## config.mk

```make
export PLATFORM = sky130hd
export DESIGN_NAME = rainbow_sequencer
export DESIGN_NICKNAME = d
export VERILOG_FILES = /design/src/rtl/rainbow_sequencer.sv
export SDC_FILE = /design/constraint.sdc
export NUM_CORES = 1
export LEC_CHECK = 0
export CORE_MARGIN = 5
export CORE_UTILIZATION = 30
export CTS_CLUSTER_DIAMETER = 120
export DETAILED_ROUTE_END_ITERATION = 10
export GPL_TIMING_DRIVEN = 0
export PLACE_DENSITY = 0.61
export SLEW_MARGIN = 20
export SYNTH_ARGS = -nofsm -noshare
export SYNTH_HDL_FRONTEND = slang
export SYNTH_SLANG_ARGS = --single-unit
```

## constraint.sdc

```tcl
create_clock -name CLK -period 4.93 [get_ports CLK]
set_clock_uncertainty 0.2 [all_clocks]
set_input_delay 1.2325 -clock CLK [delete_from_list [all_inputs] [get_ports CLK]]
set_output_delay 1.2325 -clock CLK [all_outputs]
set_load 0.02 [all_outputs]
```

## src/rtl/rainbow_sequencer.sv

```systemverilog
// RainbowRGB colour-wheel sequencer: steps six hue phases on rising STT edges of the active PWM channel.
// Optional watchdog forced-advance is compiled in when RAINBOW_WATCHDOG_EN is defined.
module rainbow_sequencer #(
    parameter int unsigned   TW          = 25,
    parameter logic [TW-1:0] TIMEOUT_CYC = 25'd16100000
) (
    input  logic       CLK,
    input  logic       RST_N,
    input  logic       EN,
    input  logic       STT_R,
    input  logic       STT_G,
    input  logic       STT_B,
    output logic       FLAG_R,
    output logic       FLAG_G,
    output logic       FLAG_B,
    output logic [2:0] PHASE,
    output logic       ADV,
    output logic       WD_ERR
);

    typedef enum logic [2:0] {
        P0 = 3'd0,
        P1 = 3'd1,
        P2 = 3'd2,
        P3 = 3'd3,
        P4 = 3'd4,
        P5 = 3'd5
    } phase_t;

    localparam int CH_R = 0;
    localparam int CH_G = 1;
    localparam int CH_B = 2;

    phase_t     phase_reg;
    phase_t     phase_next;
    logic       flag_r_reg;
    logic       flag_g_reg;
    logic       flag_b_reg;
    logic       adv_reg;
    logic [2:0] stt_in;
    logic [2:0] evt;
    logic       active_evt;
    logic       advance;

    assign stt_in = {STT_B, STT_G, STT_R};

    // History resets high so an STT already asserted at reset is not seen as an edge.
    generate
        for (genvar gi = 0; gi < 3; gi++) begin : g_edge
            logic stt_q_reg;
            always_ff @(posedge CLK or negedge RST_N) begin
                if (!RST_N) begin
                    stt_q_reg <= 1'b1;
                end else begin
                    stt_q_reg <= stt_in[gi];
                end
            end
            assign evt[gi] = stt_in[gi] & ~stt_q_reg;
        end
    endgenerate

    always_comb begin
        active_evt = 1'b0;
        case (phase_reg)
            P0, P3:  active_evt = evt[CH_G];
            P1, P4:  active_evt = evt[CH_R];
            P2, P5:  active_evt = evt[CH_B];
            default: active_evt = 1'b0;
        endcase
    end

    always_comb begin
        phase_next = (phase_reg == P5) ? P0 : phase_t'(phase_reg + 3'd1);
    end

`ifdef RAINBOW_WATCHDOG_EN
    logic [TW-1:0] wd_count_reg;
    logic          wd_err_reg;
    logic          timeout;

    assign timeout = (wd_count_reg == TIMEOUT_CYC - 1'b1);
    assign advance = EN & (active_evt | timeout);

    // A real event at the timeout cycle wins: one advance, no error.
    always_ff @(posedge CLK or negedge RST_N) begin
        if (!RST_N) begin
            wd_count_reg <= '0;
            wd_err_reg   <= 1'b0;
        end else if (EN) begin
            if (advance) begin
                wd_count_reg <= '0;
                if (!active_evt) begin
                    wd_err_reg <= 1'b1;
                end
            end else begin
                wd_count_reg <= wd_count_reg + 1'b1;
            end
        end
    end

    assign WD_ERR = wd_err_reg;
`else
    assign advance = EN & active_evt;
    // Evaluates to 0; keeps the timeout parameter referenced in the watchdog-less build.
    assign WD_ERR  = 1'b0 & (|TIMEOUT_CYC);
`endif

    always_ff @(posedge CLK or negedge RST_N) begin
        if (!RST_N) begin
            phase_reg  <= P0;
            flag_r_reg <= 1'b1;
            flag_g_reg <= 1'b1;
            flag_b_reg <= 1'b0;
            adv_reg    <= 1'b0;
        end else begin
            adv_reg <= advance;
            if (advance) begin
                phase_reg <= phase_next;
                // Only the incoming phase's channel receives its new direction.
                case (phase_next)
                    P0:      flag_g_reg <= 1'b1;
                    P1:      flag_r_reg <= 1'b0;
                    P2:      flag_b_reg <= 1'b1;
                    P3:      flag_g_reg <= 1'b0;
                    P4:      flag_r_reg <= 1'b1;
                    P5:      flag_b_reg <= 1'b0;
                    default: flag_g_reg <= flag_g_reg;
                endcase
            end
        end
    end

    assign PHASE  = phase_reg;
    assign FLAG_R = flag_r_reg;
    assign FLAG_G = flag_g_reg;
    assign FLAG_B = flag_b_reg;
    assign ADV    = adv_reg;

endmodule
```

==> summary.md <==
| Metric | Value |
|---|---|
| Final setup vio count | 0 |
| First-pass GRT wire length | 2.13 mm |
| Period Utilization, post-route | just under 60% |
| Flop pwr share | 27.6% |
| Pwr Density | around 580 nW/um^2 |
| RSZ-0062 raised after global routing | no |
| CTS Hold Buffers Added | 0 |
| Cell family with most CP delay | buffers and inverters |
| Die Span Y | 55.1 um |
| DRC viols | 0 |
| Synthesized flop and latch total | 10 |
| Worst-path cell chain | clkdlybuf4s50_1 |
| DRT antenna net count | 0 |
| Die span in x | between 50 and 60 um |
| Std-Cell Rows | 16 |
| Clock Latency Late Sink | about 0.27 ns |
| I/O pin count | 14 |
| Setup Buffers After CTS | 0 |
| Clock share of power | a little over an eighth |
| Outcome | completed |
| Leakage | 0.000341 uW |
| IO buf count | 12 |
| Cell Area, Synth | 611 sq um |
| N_diodes | 0 |
| Final Max Tran Viols | 0 |
| Type of origin of the critical path | flop |
| Initial antenna violation count | 0 |
| Sw frac | 40.9% |
| Post-Syn Area per Cell | about 11 sq um |
| Count of unique library cells instantiated by Yosys | 32 |
| Vias | 462 |
| Top-area cell type share of the netlist area | 21.5% |
| CTS buffer count | 3 |
| WP data arrival | approximately 1.4 ns |
| Top area cells in the synthesized netlist | dfstp_2 (22%), dfrtp_1 (20%), o2111ai_4 (4.3%), buf_4 (3.7%), inv_1 (3.1%) |
| Total grt overflow | 0 |
| Clk slew on worst S/H paths | roughly 0.060 ns |
| Most frequent cells in the layout | clkdlybuf4s50_1 (12), dfrtp_1 (5), dfstp_2 (5), inv_1 (5) |
| Layout cells sized above 1 | 27.8% |
| Synthesized instance count | 56 |
| DR vias/cell | 4.67 |
| Wirelength per Cell | 12.3 um |
| Logic pwr share | 59.0% |
| Clk buf depth | 2 |
| Post-synth top area cell | dfstp_2 |
| WL final | between 1 and 1.5 mm |
| TritonCTS Sinks | 10 |
| Worst hold path class | reg2reg |
| DRT iter0 DRCs | 9 |
| FF-to-FF setup slack | approximately 2.9 ns |
| Setup crit end kind | output port |
| Final hold slack | 0.303 ns |
| Core region area | between 1500 and 2000 sq um |
| Total GRT Usage | between 10% and 20% |
| Highest cell delay on the worst timing path | 0.60 ns |
| Commonest non-fill, non-tap cell in the layout | clkdlybuf4s50_1 |
| Maximum VDD drop | between 0.0002 and 0.0003 V |
| CTS resizes | 0 |
| Nets | 80 |
| Largest net degree at the start of global routing | 11 |
| Final setup TNS | 0 ns |
| Multi-input logic area | 302 sq um |
| Syn nets | 63 |
| Register Area | 256 sq um |
| Min cycle time layout | approximately 2.8 ns |
| Maximum operating frequency | 0.352 GHz |
| WS Path Type | reg2out |
| Area Overhead vs Synth | 29.5% |
| Synth warn | 0 |
| Final Hold Viols | 0 |
| Crit path buffers/inverters | 1 |
| Die area | 3040 sq um |
| CP max-delay cell | clkdlybuf4s50_1 |
| H-tree depth | 1 |
| 1st-pass router iterations | 4 |
| Routability cong. | roughly 0.75 |
| Max-cap check violation count | 0 |
| Sw Pwr | 187 uW |
| Worst-path fanout max | 3 |
| Vias in the first global route | between 400 and 500 |
| Root Buffer | clkbuf_4 |
| Initial core utilization | 31.4% |
| Post-DP HPWL | 903 um |
| Internal cell power | 270 uW |
| Seq/Total Area, Yosys | 42.0% |
| TritonCTS clock tree | done |
| Worst Path Required | 3.50 ns |
| Filler instances | 201 |
-- Yosys cell counts --
master and count:
nand4_1 2, and3b_1 1, a211o_1 2, a211oi_1 1, buf_4 3, nand3_4 1, dfrtp_1 5, o211ai_2 1
o31ai_1 1, nor3_1 1, inv_1 5, and4bb_1 1, ha_1 1, nand3_1 2, dfstp_2 5, nor3b_2 1
xor2_1 1, conb_1 1, nand2_1 3, o211ai_1 1, and3b_4 1, a21oi_1 2, nor2_1 3, mux2_4 1
a31oi_1 1, nand2_2 1, buf_6 1, and3_1 2, o2111ai_4 1, o21ai_1 1, a2bb2oi_1 2, mux2_2 1
-- power groups by stage --
| stage | logic [uW] | clock network, uW | registers (uW) |
|---|---|---|---|
| 5_1_grt | 298 | 67.2 | 132 |
| 2_1_floorplan | 159 | 0 | 157 |
| 3_5_place_dp | 270 | 0 | 128 |
| 4_1_cts | 272 | 63.9 | 127 |
| 3_3_place_gp | 268 | 0 | 127 |
| 6_report | 269 | 61.0 | 126 |
-- routing by layer --
metal,routed length [um],GRT usage (%),share of wire (%),up-vias
li1,-,-,-,233
met1,569,14.3,47,215
met2,558,13.8,46,10
met3,64,4.02,5.2,4
met4,28,6.07,2.3,0
met5,0,0,0,-
-- layout make-up --
| type | instances | share of cell area (%) |
|---|---|---|
| buffer | 4 | 4.27 |
| clock buffer | 4 | 3.32 |
| inverter | 5 | 2.37 |
| multi-input combinational | 37 | 38.1 |
| sequential | 10 | 32.4 |
| tap | 27 | 4.27 |
| timing repair buffer | 12 | 15.2 |
-- final timing paths --
| check | from | endpoint | depth (start not counted) |
|---|---|---|---|
| max | FLAG_R | FLAG_R | 1 |
| min | FLAG_R | FLAG_R | 2 |
| max reg2reg | PHASE[1] | FLAG_G | 8 |
| min reg2reg | FLAG_R | FLAG_R | 2 |
| max in group asynchronous | RST_N | FLAG_R | 1 |
| min in group asynchronous | RST_N | PHASE[1] | 1 |
-- through the flow --
stage               area, sq um  power (uW)  setup WS [ns]  utilization (%)  instances
global route                791         497           2.04             40.7         99
CTS                         791         463           2.07             40.7         99
detailed placement          764         398           1.93             39.4         95
global placement            764         395           1.93             39.4         95
floorplan                   611         316           2.57                -         56
finish                      791         457           2.09             40.7         99
-- worst register-to-register path, delay by kind of cell (launching register included) --
family | cells | cell delay [ns]
compound gates | 3 | 0.60
fa+ha+maj | 1 | 0.36
buf+inv | 3 | 0.30
flops | 1 | 0.40
simple gates | 1 | 0.08
-- kinds of logic after synthesis --
kind of cell	count (synthesis)	share of synthesized area (%)
AO/OA/AOI/OAI	13	19.3
XOR/XNOR	1	1.43
adder cells (fa/ha/maj)	1	2.05
buffers and inverters	9	8.61
flip-flops	10	42.0
multiplexers	2	4.30
other	1	0.614
AND/OR/NAND/NOR	19	21.7
No activity file was read; power rests on OpenSTA's default activity.
